**src/rtl/clock_div_pkg.sv**
```systemverilog
// ----------------------------------------------------------------------------
// clock_div_pkg
// Shared defaults and types for the clock divider bank.
//   DEF_NUM_CH     default number of divider channels
//   DEF_WIDTH      default counter / divisor width
//   DEF_RESET_DIV  divisor every channel runs with after reset
//   ch_cfg_t       one channel's configuration at the default width
//   ch_width()     channel-select width for a given channel count (min 1)
// ----------------------------------------------------------------------------
package clock_div_pkg;

  localparam int DEF_NUM_CH = 4;
  localparam int DEF_WIDTH  = 18;
  localparam logic [DEF_WIDTH-1:0] DEF_RESET_DIV = 18'h10;

  typedef struct packed {
    logic [DEF_WIDTH-1:0] div;
    logic                 oneshot;
  } ch_cfg_t;

  // A single channel still needs a 1-bit select so the port never collapses
  // to zero width.
  function automatic int ch_width(input int n);
    return (n > 1) ? $clog2(n) : 1;
  endfunction

endpackage

```
**src/rtl/clock_div_bank_if.sv**
```systemverilog
// ----------------------------------------------------------------------------
// clock_div_bank_if
// Control and strobe bundle of the clock divider bank.
//   enable       per-channel run enable (level)
//   sync_clr     phase-align pulse, clears every counter
//   cfg_we       single-cycle configuration write strobe
//   cfg_ch       target channel of the write
//   cfg_div      divisor D (period = D+1 clocks)
//   cfg_oneshot  1 = one-shot, 0 = periodic
//   beat         per-channel terminal-count strobe
//   sq           per-channel 50% square wave
//   busy         per-channel enabled and not halted in one-shot
// master drives the controls, slave is the divider bank.
// ----------------------------------------------------------------------------
interface clock_div_bank_if
  import clock_div_pkg::*;
#(
  parameter int NUM_CH = DEF_NUM_CH,
  parameter int WIDTH  = DEF_WIDTH
);

  localparam int CH_W = ch_width(NUM_CH);

  logic [NUM_CH-1:0] enable;
  logic              sync_clr;
  logic              cfg_we;
  logic [CH_W-1:0]   cfg_ch;
  logic [WIDTH-1:0]  cfg_div;
  logic              cfg_oneshot;
  logic [NUM_CH-1:0] beat;
  logic [NUM_CH-1:0] sq;
  logic [NUM_CH-1:0] busy;

  modport master (
    output enable, sync_clr, cfg_we, cfg_ch, cfg_div, cfg_oneshot,
    input  beat, sq, busy
  );

  modport slave (
    input  enable, sync_clr, cfg_we, cfg_ch, cfg_div, cfg_oneshot,
    output beat, sq, busy
  );

endinterface

```
**src/rtl/clock_div_channel.sv**
```systemverilog
// ----------------------------------------------------------------------------
// clock_div_channel
// One divider channel: counter, shadow/active divisor registers and the
// enable > sync_clr > done > terminal > count priority chain.
//   clk, reset_n   clock and asynchronous active-low reset
//   en             run enable (level)
//   sync_clr       clears the counter (phase align)
//   we             write strobe already decoded for this channel
//   wdiv, woneshot value written into the shadow
//   beat, sq, busy registered outputs
// ----------------------------------------------------------------------------
module clock_div_channel
  import clock_div_pkg::*;
#(
  parameter int               WIDTH     = DEF_WIDTH,
  parameter logic [WIDTH-1:0] RESET_DIV = WIDTH'(DEF_RESET_DIV)
) (
  input  logic             clk,
  input  logic             reset_n,
  input  logic             en,
  input  logic             sync_clr,
  input  logic             we,
  input  logic [WIDTH-1:0] wdiv,
  input  logic             woneshot,
  output logic             beat,
  output logic             sq,
  output logic             busy
);

  typedef struct packed {
    logic [WIDTH-1:0] div;
    logic             oneshot;
  } cfg_t;

  logic [WIDTH-1:0] cnt_q,  cnt_d;
  cfg_t             act_q,  act_d;
  cfg_t             shd_q,  shd_d;
  cfg_t             shd_in;
  logic             done_q, done_d;
  logic             beat_q, beat_d;
  logic             sq_q,   sq_d;
  logic             busy_q, busy_d;
  logic             terminal;

  // NOTE: defaults are assigned before any branch so every path writes every
  // variable; a missing default here would infer a latch.
  always_comb begin
    // A write on this edge is visible to the shadow->active transfer on the
    // same edge, so a write landing on terminal count or while disabled
    // takes effect immediately.
    shd_in.div     = we ? wdiv     : shd_q.div;
    shd_in.oneshot = we ? woneshot : shd_q.oneshot;

    terminal = (cnt_q == act_q.div);

    cnt_d  = cnt_q;
    act_d  = act_q;
    shd_d  = shd_in;
    done_d = done_q;
    beat_d = 1'b0;
    sq_d   = sq_q;

    if (!en) begin
      cnt_d  = '0;
      done_d = 1'b0;
      act_d  = shd_in;
    end else if (sync_clr) begin
      cnt_d = '0;
    end else if (done_q) begin
      cnt_d = '0;
    end else if (terminal) begin
      cnt_d  = '0;
      beat_d = 1'b1;
      sq_d   = ~sq_q;
      act_d  = shd_in;
      // The mode of the period that just ended decides whether we halt.
      done_d = act_q.oneshot;
    end else begin
      cnt_d = cnt_q + WIDTH'(1);
    end

    busy_d = en & ~done_d;
  end

  // NOTE: sequential state uses non-blocking assignments so every register
  // samples the pre-edge values regardless of statement order.
  always_ff @(posedge clk or negedge reset_n) begin
    if (!reset_n) begin
      cnt_q  <= '0;
      act_q  <= '{div: RESET_DIV, oneshot: 1'b0};
      shd_q  <= '{div: RESET_DIV, oneshot: 1'b0};
      done_q <= 1'b0;
      beat_q <= 1'b0;
      sq_q   <= 1'b0;
      busy_q <= 1'b0;
    end else begin
      cnt_q  <= cnt_d;
      act_q  <= act_d;
      shd_q  <= shd_d;
      done_q <= done_d;
      beat_q <= beat_d;
      sq_q   <= sq_d;
      busy_q <= busy_d;
    end
  end

  assign beat = beat_q;
  assign sq   = sq_q;
  assign busy = busy_q;

endmodule

```
**src/rtl/clock_div_bank.sv**
```systemverilog
// ----------------------------------------------------------------------------
// clock_div_bank
// NUM_CH independent programmable strobe generators sharing one clock.
//   clk      system clock
//   reset_n  asynchronous active-low reset
//   bus      clock_div_bank_if.slave: enables, sync_clr, config write port,
//            beat / sq / busy outputs (all registered)
// cfg_ch is decoded into one write enable per channel; selects at or above
// NUM_CH match no channel and are dropped.
// ----------------------------------------------------------------------------
module clock_div_bank
  import clock_div_pkg::*;
#(
  parameter int               NUM_CH    = DEF_NUM_CH,
  parameter int               WIDTH     = DEF_WIDTH,
  parameter logic [WIDTH-1:0] RESET_DIV = WIDTH'(DEF_RESET_DIV)
) (
  input  logic             clk,
  input  logic             reset_n,
  clock_div_bank_if.slave  bus
);

  localparam int CH_W = ch_width(NUM_CH);

  for (genvar i = 0; i < NUM_CH; i++) begin : g_ch
    logic ch_we;

    assign ch_we = bus.cfg_we && (bus.cfg_ch == CH_W'(i));

    clock_div_channel #(
      .WIDTH     (WIDTH),
      .RESET_DIV (RESET_DIV)
    ) u_ch (
      .clk      (clk),
      .reset_n  (reset_n),
      .en       (bus.enable[i]),
      .sync_clr (bus.sync_clr),
      .we       (ch_we),
      .wdiv     (bus.cfg_div),
      .woneshot (bus.cfg_oneshot),
      .beat     (bus.beat[i]),
      .sq       (bus.sq[i]),
      .busy     (bus.busy[i])
    );
  end

endmodule

```
**src/flat_wrapper.sv**
```systemverilog
// flat-port wrapper written by rule: the top's interface ports become plain ports
module clock_div_bank_flat import clock_div_pkg::*;
#(
  parameter int               NUM_CH    = DEF_NUM_CH,
  parameter int               WIDTH     = DEF_WIDTH,
  parameter logic [WIDTH-1:0] RESET_DIV = WIDTH'(DEF_RESET_DIV)
)
  (clk, reset_n, bus_enable, bus_sync_clr, bus_cfg_we, bus_cfg_ch, bus_cfg_div, bus_cfg_oneshot, bus_beat, bus_sq, bus_busy);
  clock_div_bank_if #(.NUM_CH(NUM_CH), .WIDTH(WIDTH)) bus_i ();
  input  logic clk;
  input  logic reset_n;
  input wire logic [$bits(bus_i.enable)-1:0] bus_enable;
  input wire logic [$bits(bus_i.sync_clr)-1:0] bus_sync_clr;
  input wire logic [$bits(bus_i.cfg_we)-1:0] bus_cfg_we;
  input wire logic [$bits(bus_i.cfg_ch)-1:0] bus_cfg_ch;
  input wire logic [$bits(bus_i.cfg_div)-1:0] bus_cfg_div;
  input wire logic [$bits(bus_i.cfg_oneshot)-1:0] bus_cfg_oneshot;
  output wire logic [$bits(bus_i.beat)-1:0] bus_beat;
  output wire logic [$bits(bus_i.sq)-1:0] bus_sq;
  output wire logic [$bits(bus_i.busy)-1:0] bus_busy;
  assign bus_i.enable = bus_enable;
  assign bus_i.sync_clr = bus_sync_clr;
  assign bus_i.cfg_we = bus_cfg_we;
  assign bus_i.cfg_ch = bus_cfg_ch;
  assign bus_i.cfg_div = bus_cfg_div;
  assign bus_i.cfg_oneshot = bus_cfg_oneshot;
  assign bus_beat = bus_i.beat;
  assign bus_sq = bus_i.sq;
  assign bus_busy = bus_i.busy;
  clock_div_bank #(.NUM_CH(NUM_CH), .WIDTH(WIDTH), .RESET_DIV(RESET_DIV)) u_core (.clk(clk), .reset_n(reset_n), .bus(bus_i));
endmodule
```
**config.mk**
```make
export PLATFORM = sky130hd
export DESIGN_NAME = clock_div_bank_flat
export DESIGN_NICKNAME = d
export VERILOG_FILES = /design/src/rtl/clock_div_pkg.sv /design/src/rtl/clock_div_bank_if.sv /design/src/rtl/clock_div_channel.sv /design/src/rtl/clock_div_bank.sv /design/src/flat_wrapper.sv
export SDC_FILE = /design/constraint.sdc
export NUM_CORES = 1
export LEC_CHECK = 0
export CELL_PAD_IN_SITES_DETAIL_PLACEMENT = 0
export CELL_PAD_IN_SITES_GLOBAL_PLACEMENT = 1
export CORE_AREA = 2 2 146 148
export CTS_BUF_LIST = sky130_fd_sc_hd__clkbuf_4 sky130_fd_sc_hd__clkbuf_8
export DETAILED_ROUTE_END_ITERATION = 10
export DIE_AREA = 0 0 148 150
export GPL_TIMING_DRIVEN = 0
export PLACE_DENSITY_LB_ADDON = 0.1
export REMOVE_ABC_BUFFERS = 1
export SYNTH_ARGS = -nofsm -noshare
export SYNTH_HDL_FRONTEND = slang
export SYNTH_SLANG_ARGS = --single-unit
```
**constraint.sdc**
```tcl
create_clock -name clk -period 2.4 [get_ports clk]
set_clock_uncertainty 0.1 [all_clocks]
set_input_delay 0.48 -clock clk [delete_from_list [all_inputs] [get_ports clk]]
set_output_delay 0.48 -clock clk [all_outputs]
set_load 0.01 [all_outputs]
```
# After elaboration in Yosys (flattened, before gate mapping)
# Index checks and enable logic that the tools add are counted.
# totals
ff_bits	240
# op_classes
n_addsub	4
bitwise	17
eq_ne	19
n_reduce_logical	13
mux	72
# op_table
op	count
$mux W18	20
$mux W19	16
$add A18 B1 Y18 const B	4
$eq A18 B18 Y1	4
$mux W1	36
$ne A2 B2 Y1 const B	8
$reduce_and A4 Y1	4
$not A1 Y1	13
$reduce_and A3 Y1	4
$ne A2 B1 Y1 const B	4
$and A1 B1 Y1	4
$eq A2 B2 Y1 const B	2
$logic_and A1 B1 Y1	4
$eq A2 B1 Y1 const B	1
$logic_not A2 Y1	1

# Logic depth before layout (Yosys ltp)
# depth
word_depth	7
ltp_mapped	8
depth_no_buf	6

# By module
# Synthesis repeated with hierarchy kept, for this count alone.
# hier_totals
cells_unflattened	805
area_unflattened_um2	10505.1
# by_module_without_submodules
mod	area_per_inst_um2	cells_each	instances	seq_area_each_um2
clock_div_channel at u_core.g_ch[0].u_ch ...	2610.0	201	3	1503.9
clock_div_channel at u_core.g_ch[3].u_ch	2637.5	198	1	1503.9
clock_div_bank	37.5	4	1	0.0

# Least setup slack after synthesis
# OpenSTA, ideal clock, no wires.
# synth_path
path_type	reg-to-reg
startpoint	register u_core.g_ch[0].u_ch.act_q[5] (netlist name)
endpoint	register u_core.g_ch[0].u_ch.act_q[10] (netlist name)
slack_ps	383
setup_time_ps	125
arrival_ps	1793
path_stages_with_launch	8
n_path_buf	2
path_cell_list	dfstp_2 xnor2_1 nand4_1 nor3_1 a31o_1 buf_6 buf_6 mux2_2
# synth_between
elab_chain_cells	3
# synth_rtl
item	line	source
start, declared	clock_div_channel.sv:36	cfg_t act_q, act_d;
start signal, assigned	clock_div_channel.sv:90	act_q <= '{div: RESET_DIV, oneshot: 1'b0};
start signal, assigned	clock_div_channel.sv:98	act_q <= act_d;
$eq A18 B18 Y1	clock_div_channel.sv:54	terminal = (cnt_q == act_q.div);
$ne A2 B1 Y1 (no source line)	n/a	
$reduce_and A3 Y1 (no source line)	n/a	
# No other way between the ends.
# A chain may end at the register's enable or synchronous reset.

==> flow_summary_export.csv <==
group,metric,value,unit
floorplan,rows,53,
finish,syn2layout_area_growth,13.75,%
placement,gp_congestion,0.7698,
worst_hold_path,worstHoldPathCells,1,
logic_synthesis,synth_compound_area_frac,0.01068,
global_route,gr-usage-met3,0.03963,
worst_hold_path,hold_class,"reg -> reg",
power_and_ir_drop,p_per_area,830.0,nW/um^2
global_route,grt_pass1_wl,34440,microns
floorplan,io-pin-count,41,
finish,stdcell_area,11990,sq um
logic_synthesis,synth_warnings,0,
logic_synthesis,synth-simple-area-share,0.1021,
timing,maxSlewViolCount,0,
detailed_routing,drt-initial-drc-count,212,
logic_synthesis,yosysSeqAreaShare,0.5705,
placement,placedCellCount,1096,
logic_synthesis,synth-adder-area-share,0.004747,
setup_path,cp-end-kind,"flop",
finish,fillers,1699,
finish,final_cell_mix,"232 x dfrtp_1, 142 x mux2_2, 89 x nor2_1, 85 x xnor2_1, 55 x xor2_1",
cts,cts_tree,"built",
cts,cts_sinks,240,
setup_path,start_kind,"primary input",
global_route,grt-busiest-layer,"met2",
timing,fmax,450.1,MHz
placement,io_buffers,40,
placement,placed_area,11070,sq um
power_and_ir_drop,p_leak,5.065,nW
finish,nets,900,
setup_path,rr_worst_depth,5,
logic_synthesis,syn_area,10540,sq um
global_route,grt_max_degree,122,
logic_synthesis,synth_top_family_by_area,"multiplexers",
cts,htree_levels,2,
cts,root_buffer,"clkbuf_8",
timing,postLayoutSetupSlackWorst,0.1782,ns
floorplan,die_h,150,microns
detailed_routing,drt-total-wl,21080,microns
placement,hpwlAfterDp,13980,microns
timing,finalSetupViolations,0,
finish,drive_gt1_frac,0.2732,
logic_synthesis,synthMuxAreaShare,0.1659,
global_route,use_met2,0.3153,
run,drv_cap,0,
setup_path,cp.required,2.70,ns
logic_synthesis,synthXorXnorAreaFrac,0.1163,
logic_synthesis,synth_top_area_frac,0.5506,
logic_synthesis,ys_types,34,
floorplan,coreArea,20690,sq um
finish,fin_cells,1168,
timing,fin_crit_sh,0.9257,
finish,layout_commonest_cell,"dfrtp_1",
floorplan,initial_utilization,0.5096,
global_route,antenna_found_initial,0,
detailed_routing,post-route-drc-count,0,
cts,clk_latency,0.52,ns
detailed_routing,drtPass1Iterations,4,
setup_path,path_class,"in -> reg",
global_route,use_met1,0.2848,
setup_path,path_max_fanout,12,
cts,cts_buffers,41,
setup_path,cp_data_arrival_time,2.53,ns
global_route,grt-ovfl-total,0,
finish,register_area,6016,sq um
placement,post-place-ws,-0.5185,ns
floorplan,floorplan.die_area,22200,sq um
logic_synthesis,ys_ff_latch,240,
logic_synthesis,synthTopCellsByArea,"dfrtp_1 55%, mux2_2 15%, xnor2_1 7.1%",
timing,rsz0062_at_grt,"false",
setup_path,r2r_setup_slack,0.19,ns
timing,min_period,2.222,ns
detailed_routing,num_vias,6113,
timing,worst_slew_pin_slew,0.9277,ns
detailed_routing,route.detailed.wl_per_inst,18.05,microns
global_route,grt_pass1_vias,6330,
logic_synthesis,syn_avg_cell_area,12.89,sq um
floorplan,die_x,148,microns
cts,clock_path_buffers,3,
detailed_routing,detail-route-antenna-nets,0,
cts,path_clk_slew,0.06,ns
logic_synthesis,netlist_instances,818,
logic_synthesis,synth_largest_area_cell,"dfrtp_1",
timing,final-hold-violation-count,0,
finish,multiInputGateArea,4255,sq um
outcome,status,"completed",
global_route,grt_use_total,0.2001,
power_and_ir_drop,finalPower,9.955,mW
detailed_routing,vias_per_cell,5.234,
finish,antenna_cells,0,
power_and_ir_drop,ir_drop,0.3734,mV
timing,setup-tns-final,0,ns
timing,max_slew_margin,0.3802,
==> cells by family (layout without fill, tap and decap cells) <==
logic type | count (synthesis) | after routing
simple gates | 218 | 218
xor+xnor | 140 | 140
flops | 240 | 240
compound gates | 12 | 12
mux | 152 | 152
fa+ha+maj | 4 | 4
buf+inv | 52 | 127
==> metrics by stage <==
step                hold WS, ns  utilization
global placement         0.3548       0.5328
CTS                      0.3690       0.5764
global route             0.3924       0.5797
finish                   0.3632       0.5797
detailed placement       0.3574       0.5351
floorplan               0.08441            -
==> what timing repair did <==
item,CTS,global route
endpoints found under the setup margin,19,81
resized for setup,2,4
hold buffers,1,0
setup buffers,0,2
endpoints found under the hold margin,113,0
cloned,0,0
==> layer usage <==
metal  part of all wire  up-vias
li1                   -     2887
met1               0.48     3109
met2               0.47       82
met3              0.034       35
met4              0.018        0
met5                  0        -
==> synth_stat cells <==
cell type and number:
nor4_1 1, and3b_1 4, ha_1 4, inv_1 13, nand3b_1 2, xnor2_1 85
nor3_1 12, buf_2 15, nor4_4 1, nand3_1 24, a31oi_4 1, mux2_4 10
a41oi_1 4, nor2b_1 1, dfrtp_1 232, dfstp_2 8, and3_1 11, buf_6 6
mux2_2 142, nand4_1 30, clkbuf_2 2, a21o_1 4, nor3b_1 2, xor2_1 55
or3_1 1, nor2_1 89, clkbuf_1 2, a31o_2 2, a31o_1 1, nand2_1 28
and2_1 5, buf_4 14, nor3_2 2, and4_1 5
==> worst paths after layout <==
kind	startpoint	end
worst min register to register	u_core.g_ch[1].u_ch.sq	u_core.g_ch[1].u_ch.sq
worst max register to register	u_core.g_ch[2].u_ch.act_q[5]	u_core.g_ch[2].u_ch.act_q[6]
worst min-delay path	u_core.g_ch[1].u_ch.sq	u_core.g_ch[1].u_ch.sq
worst max-delay path	bus_cfg_we	u_core.g_ch[0].u_ch.act_q[2]
max in group asynchronous	reset_n	u_core.g_ch[1].u_ch.shd_q[13]
min in group asynchronous	reset_n	u_core.g_ch[2].u_ch.cnt_q[5]
==> final cells by class <==
class,instances,area share
clock buffers,66,0.06635
clock inverters,3,0.003338
inverters,13,0.004068
multi-input cells,526,0.3548
flip-flops and latches,240,0.5016
well taps,275,0.02869
repair buffers,45,0.04121
==> state kept, by name (all words and copies together), names as in the netlist <==
| name | flops |
|---|---|
| u_core.g_ch.u_ch.sq | 4 |
| u_core.g_ch.u_ch.beat | 4 |
| u_core.g_ch.u_ch.busy | 4 |
| u_core.g_ch.u_ch.cnt_q | 72 |
| u_core.g_ch.u_ch.shd_q | 76 |
| u_core.g_ch.u_ch.act_q | 76 |
| u_core.g_ch.u_ch.done_q | 4 |
==> critical path, cell delays in order <==
cell and delay (ns):
clkdlybuf4s50_1 0.53, nor3b_2 0.61, buf_6 0.26, mux2_2 0.37
mux2_2 0.27
==> where the power goes <==
part	total [mW]	internal [mW]	switching, mW
combinational	1.26	0.740	0.524
sequential	4.95	4.64	0.317
clock	3.74	2.19	1.55
total	9.95	7.56	2.39
No activity file was read; power rests on OpenSTA's default activity.
